**config.mk**
```make
export PLATFORM = sky130hd
export DESIGN_NAME = gray_seq_gen_flat
export DESIGN_NICKNAME = d
export VERILOG_FILES = /design/src/rtl/gray_seq_gen_if.sv /design/src/rtl/gray_seq_gen.sv /design/src/flat_wrapper.sv
export SDC_FILE = /design/constraint.sdc
export NUM_CORES = 1
export LEC_CHECK = 0
export CORE_MARGIN = 2
export CORE_UTILIZATION = 54
export DETAILED_ROUTE_END_ITERATION = 12
export PLACE_DENSITY_LB_ADDON = 0.08
export SLEW_MARGIN = 15
export SYNTH_ARGS = -nofsm -noshare
export SYNTH_HDL_FRONTEND = slang
export SYNTH_SLANG_ARGS = --single-unit
```
**constraint.sdc**
```tcl
create_clock -name clk -period 5.4 [get_ports clk]
set_input_delay 1.62 -clock clk [delete_from_list [all_inputs] [get_ports clk]]
set_output_delay 1.62 -clock clk [all_outputs]
set_load 0.01 [all_outputs]
```
**src/rtl/gray_seq_gen_if.sv**
```systemverilog
// gray_seq_gen_if: run request, Gray-code stream and status bundle for gray_seq_gen.
// latency: none, wires only.
// backpressure: gry_ready from the consumer stalls the stream; the generator holds Gry while stalled.
interface gray_seq_gen_if #(
  parameter int WID = 4
);
  // run request
  logic           start;
  logic [WID-1:0] first;
  logic           up;
  logic [WID:0]   len;
  // code stream
  logic [WID-1:0] Gry;
  logic           gry_valid;
  logic           gry_ready;
  // status
  logic           busy;
  logic           done;
  logic           wrap;

  // generator side
  modport master (
    input  start, first, up, len, gry_ready,
    output Gry, gry_valid, busy, done, wrap
  );

  // requester / consumer side
  modport slave (
    output start, first, up, len, gry_ready,
    input  Gry, gry_valid, busy, done, wrap
  );
endinterface

```
**src/rtl/gray_seq_gen.sv**
```systemverilog
// gray_seq_gen: emits a run of len consecutive Gray codes, starting at Gray(first), counting up or down.
// latency: first code valid one cycle after start; done pulses one cycle after the last handshake.
// backpressure: Gry, wrap and all counters hold while gry_valid && !gry_ready; start is ignored while busy.
module gray_seq_gen #(
  parameter int WID = 4  // code width, must be >= 2 and match the interface instance
) (
  input  logic           clk,
  input  logic           rst,
  gray_seq_gen_if.master bus
);

  localparam logic [1:0] ST_IDLE = 2'd0;
  localparam logic [1:0] ST_RUN  = 2'd1;
  localparam logic [1:0] ST_DONE = 2'd2;

  localparam logic [WID-1:0] B_ONE   = {{(WID-1){1'b0}}, 1'b1};
  localparam logic [WID-1:0] B_ZERO  = '0;
  localparam logic [WID-1:0] B_MAX   = '1;
  localparam logic [WID:0]   REM_ONE = {{WID{1'b0}}, 1'b1};
  localparam logic [WID:0]   REM_ZERO = '0;

  logic [1:0]     state;
  logic [WID-1:0] b;        // binary position of the presented code
  logic [WID:0]   rem;      // codes still to be handed over, including the presented one
  logic           dir;      // 1 = count up
  logic [WID-1:0] gry_q;
  logic           wrap_q;

  logic           hs;
  logic [WID-1:0] b_nxt;
  logic           wrap_nxt;

  assign hs = (state == ST_RUN) && bus.gry_ready;

  // next binary position and whether stepping to it crosses the modulo boundary
  always_comb begin
    b_nxt    = dir ? (b + B_ONE) : (b - B_ONE);
    wrap_nxt = dir ? (b == B_MAX) : (b == B_ZERO);
  end

  // run FSM with the counter, remaining count, registered Gry and wrap flag
  always_ff @(posedge clk) begin
    if (rst) begin
      state  <= ST_IDLE;
      b      <= '0;
      rem    <= '0;
      dir    <= 1'b0;
      gry_q  <= '0;
      wrap_q <= 1'b0;
    end else begin
      case (state)
        ST_IDLE: begin
          if (bus.start) begin
            b      <= bus.first;
            gry_q  <= bus.first ^ (bus.first >> 1);
            dir    <= bus.up;
            rem    <= bus.len;
            wrap_q <= 1'b0;
            state  <= (bus.len == REM_ZERO) ? ST_DONE : ST_RUN;
          end
        end
        ST_RUN: begin
          if (hs) begin
            if (rem == REM_ONE) begin
              // last code accepted: Gry keeps that code, wrap drops with RUN
              state  <= ST_DONE;
              wrap_q <= 1'b0;
            end else begin
              rem    <= rem - REM_ONE;
              b      <= b_nxt;
              gry_q  <= b_nxt ^ (b_nxt >> 1);
              wrap_q <= wrap_nxt;
            end
          end
        end
        ST_DONE: begin
          state  <= ST_IDLE;
          wrap_q <= 1'b0;
        end
        default: begin
          state  <= ST_IDLE;
          wrap_q <= 1'b0;
        end
      endcase
    end
  end

  assign bus.Gry       = gry_q;
  assign bus.gry_valid = (state == ST_RUN);
  assign bus.busy      = (state != ST_IDLE);
  assign bus.done      = (state == ST_DONE);
  assign bus.wrap      = wrap_q;

endmodule

```
**src/flat_wrapper.sv**
```systemverilog
// flat-port wrapper written by rule: the top's interface ports become plain ports
module gray_seq_gen_flat 
#(
  parameter int WID = 4                                                              
)
  (clk, rst, bus_start, bus_first, bus_up, bus_len, bus_gry_ready, bus_Gry, bus_gry_valid, bus_busy, bus_done, bus_wrap);
  gray_seq_gen_if #(.WID(WID)) bus_i ();
  input  logic clk;
  input  logic rst;
  input wire logic [$bits(bus_i.start)-1:0] bus_start;
  input wire logic [$bits(bus_i.first)-1:0] bus_first;
  input wire logic [$bits(bus_i.up)-1:0] bus_up;
  input wire logic [$bits(bus_i.len)-1:0] bus_len;
  input wire logic [$bits(bus_i.gry_ready)-1:0] bus_gry_ready;
  output wire logic [$bits(bus_i.Gry)-1:0] bus_Gry;
  output wire logic [$bits(bus_i.gry_valid)-1:0] bus_gry_valid;
  output wire logic [$bits(bus_i.busy)-1:0] bus_busy;
  output wire logic [$bits(bus_i.done)-1:0] bus_done;
  output wire logic [$bits(bus_i.wrap)-1:0] bus_wrap;
  assign bus_i.start = bus_start;
  assign bus_i.first = bus_first;
  assign bus_i.up = bus_up;
  assign bus_i.len = bus_len;
  assign bus_i.gry_ready = bus_gry_ready;
  assign bus_Gry = bus_i.Gry;
  assign bus_gry_valid = bus_i.gry_valid;
  assign bus_busy = bus_i.busy;
  assign bus_done = bus_i.done;
  assign bus_wrap = bus_i.wrap;
  gray_seq_gen #(.WID(WID)) u_core (.clk(clk), .rst(rst), .bus(bus_i));
endmodule
```
==> impl_results.md <==
* Setup TNS at 0 ns
* CP Capture Type: primary output
* Die H at ~50 um
* N_diodes at 0
* Layout cell share with drive strength beyond 1 at 0.06897
* DRC violations left at 0
* CP arrival at roughly 2.3 ns
* Largest net degree at the start of global routing at 18
* Number of flops mapped to enable cells by yosys at 0
* Worst-Margin Slew at 0.6665 ns
* CTS tree: done
* Peak VDD IR at 0.1571 mV
* Post-Route WL at 2332 um
* Syn Inst Count at 130
* #FFs+latches synth at 16
* Slew Viols, Final at 0
* Antenna-violating nets left at 0
* Worst-Skew Late Latency at 0.29 ns
* Top cell type's share of synthesized area at 0.2916
* Fin nets at between 150 and 200
* Ranking of synthesized cells by area: dfxtp_1 (29%), a21oi_1 (5.9%), nand2_1 (5.1%)
* Asr flop ratio synth at 0
* Vias in the first global route at 901
* Setup bufs post-CTS at 0
* Synth Area per Inst at 8.450 um^2
* CTS resizes at 0
* P_int at 0.0002436 W
* Final hold vios at 0
* Min Tclk post-route at 3.946 ns
* RSZ-0062 raised after global routing: false
* Total Power at 0.0003760 W
* Clock power share at 0.216
* Status: finished clean
* Fin crit share at 0.7308
* Vias per Instance at 5.860
* Syn_nets at 149
* WP data required at between 3 and 4 ns
* Initial DRC count at 22
* Yosys warning count at 0
* Crit start category: flop
* Commonest cells post-synth: dfxtp_1 (16), nand2_1 (15), a21oi_1 (13)
* Die width at a little under 50 um
* Rel. slew slack at 0.5543
* Lkg Pwr at 0.4747 nW
* Core ar. at 0.001942 mm^2
* Sequential Power Share at 0.401
* GRT Total Usage at 0.2021
* Detailed placer's ending HPWL at 1708 um
* Crit path from: u_core.state[0]
* Row Count at 16
* Clk slew on worst S/H paths at 0.10 ns
* Type of the worst min-delay path: flop to flop
* FF-to-FF Start: u_core.state[0]
* Area grow syn2layout at 17.31%
* Port Buffers at 21
* Post-synth cell types at 42
* Fmax at 0.2534 GHz
* R2R depth at 4
* Top-level I/O count at 22
* Most used DFF post-synth: dfxtp_1
* Setup CP Type: flop to primary output
* First-pass detailed-route iteration total at 4
* Post-route clock skew at around 0.0021 ns
* Switching share of power at 0.3522
* Initial antenna violation count at 0
* Final core occ at 0.6637
* Placer's final routability congestion estimate at 0.8091
* CTS sink count at 16
* Pwr/cell area at just under 300 mW/mm^2
* Mapped cell area at 0.001099 mm^2
* H-tree Lvls at 1
* Hold Crit Depth at 2
* Yosys top cell by area: dfxtp_1
* DR vias at 1008
* Psw at 0.0001324 W
* Register area share after synthesis at 0.2916
* Initial Util at 0.5657
* Setup violators final at 0
* First-pass GRT wire length at 3822 um
* Count leader, synth: dfxtp_1
* Die area at 0.002411 mm^2
* Hold Buf Count CTS at 0
* Clock Path Buffers at 2
* Min-delay src: u_core.bus.Gry[1]
* CP Max Fanout at 17
* Total global routing overflow at 0
* Clk root buf: clkbuf_4
* Combinational power share at 0.384
* CTS Buf Count at 3
* MaxCap Viol Count at 0
* Drt wl/cell at 13.56 um
[cell type report]
class                           instances  area [um^2]
Timing Repair Buffer                   21        210.2
Clock buffer                            4        36.28
Multi-Input combinational cell        100        673.1
Inverter                                4        15.01
Tap cell                               27        33.78
Fill cell                             193        653.1
Sequential cell                        16        320.3
[layout by cell type (no fill, tap or decap), types with 2 or more instances in the layout]
cell type	netlist	final
a21oi_1	13	13
a221oi_2	2	2
a311oi_1	2	2
and2_1	2	2
clkbuf_4	0	3
clkdlybuf4s50_1	0	21
dfxtp_1	16	16
ha_1	4	4
inv_1	4	4
mux2i_1	2	2
nand2_1	15	15
nand2b_1	3	3
nand3_1	3	3
nor2_1	10	10
nor3_1	5	5
nor3b_1	2	2
o211ai_1	4	4
o21ai_0	6	6
o21ai_1	2	2
xnor2_1	4	4
xor2_1	5	5
[final timing paths]
check,end,slack (ns)
worst max-delay path,bus_gry_valid,1.45
worst min-delay path,u_core.bus.Gry[1],0.46
worst max register to register,u_core.rem[0],3.34
worst min register to register,u_core.bus.Gry[1],0.46
[registers in the layout, summed over array words and instances, names as in the netlist]
name / count
u_core.bus.wrap: 1
u_core.rem: 5
u_core.b: 4
u_core.bus.Gry: 3
u_core.dir: 1
u_core.state: 2
[critical path, stage by stage, from the launching register on]
cell,delay [ns]
dfxtp_1,0.61
nand2b_1,0.42
inv_1,0.40
clkdlybuf4s50_1,0.60
[routing by layer]
metal  GRT usage  part of all wire
met2      0.3401              0.49
met1      0.2529              0.46
met5           0                 0
met3     0.04908             0.044
met4     0.06190            0.0039
[metrics by stage]
stage                     hold slack [ns]  setup slack [ns]  instances  area [um^2]
after floorplan                    0.4450             2.750        130         1099
after global placement             0.4422             1.884        168         1252
after detailed placement           0.4453             1.790        168         1252
after CTS                          0.4594             1.446        172         1289
after global routing               0.4804             1.265        172         1289
final                              0.4582             1.454        172         1289
[cells by family (layout without fill, tap and decap cells)]
| kind of cell | after synthesis | after routing | synth area share |
|---|---|---|---|
| buf+inv | 14 | 29 | 0.09565 |
| simple gates | 46 | 46 | 0.2153 |
| compound gates | 38 | 38 | 0.2438 |
| fa+ha+maj | 5 | 5 | 0.06378 |
| xor+xnor | 9 | 9 | 0.07175 |
| mux | 2 | 2 | 0.01822 |
| flops | 16 | 16 | 0.2916 |
[power by group through the flow]
stage / logic (W) / clock network (W) / registers (W)
final: 0.000144 / 0.0000811 / 0.000151
after global routing: 0.000158 / 0.0000880 / 0.000153
after CTS: 0.000144 / 0.0000830 / 0.000150
after floorplan: 0.000115 / 0 / 0.000148
after detailed placement: 0.000143 / 0 / 0.000153
after global placement: 0.000141 / 0 / 0.000152
No activity file was read; power rests on OpenSTA's default activity.
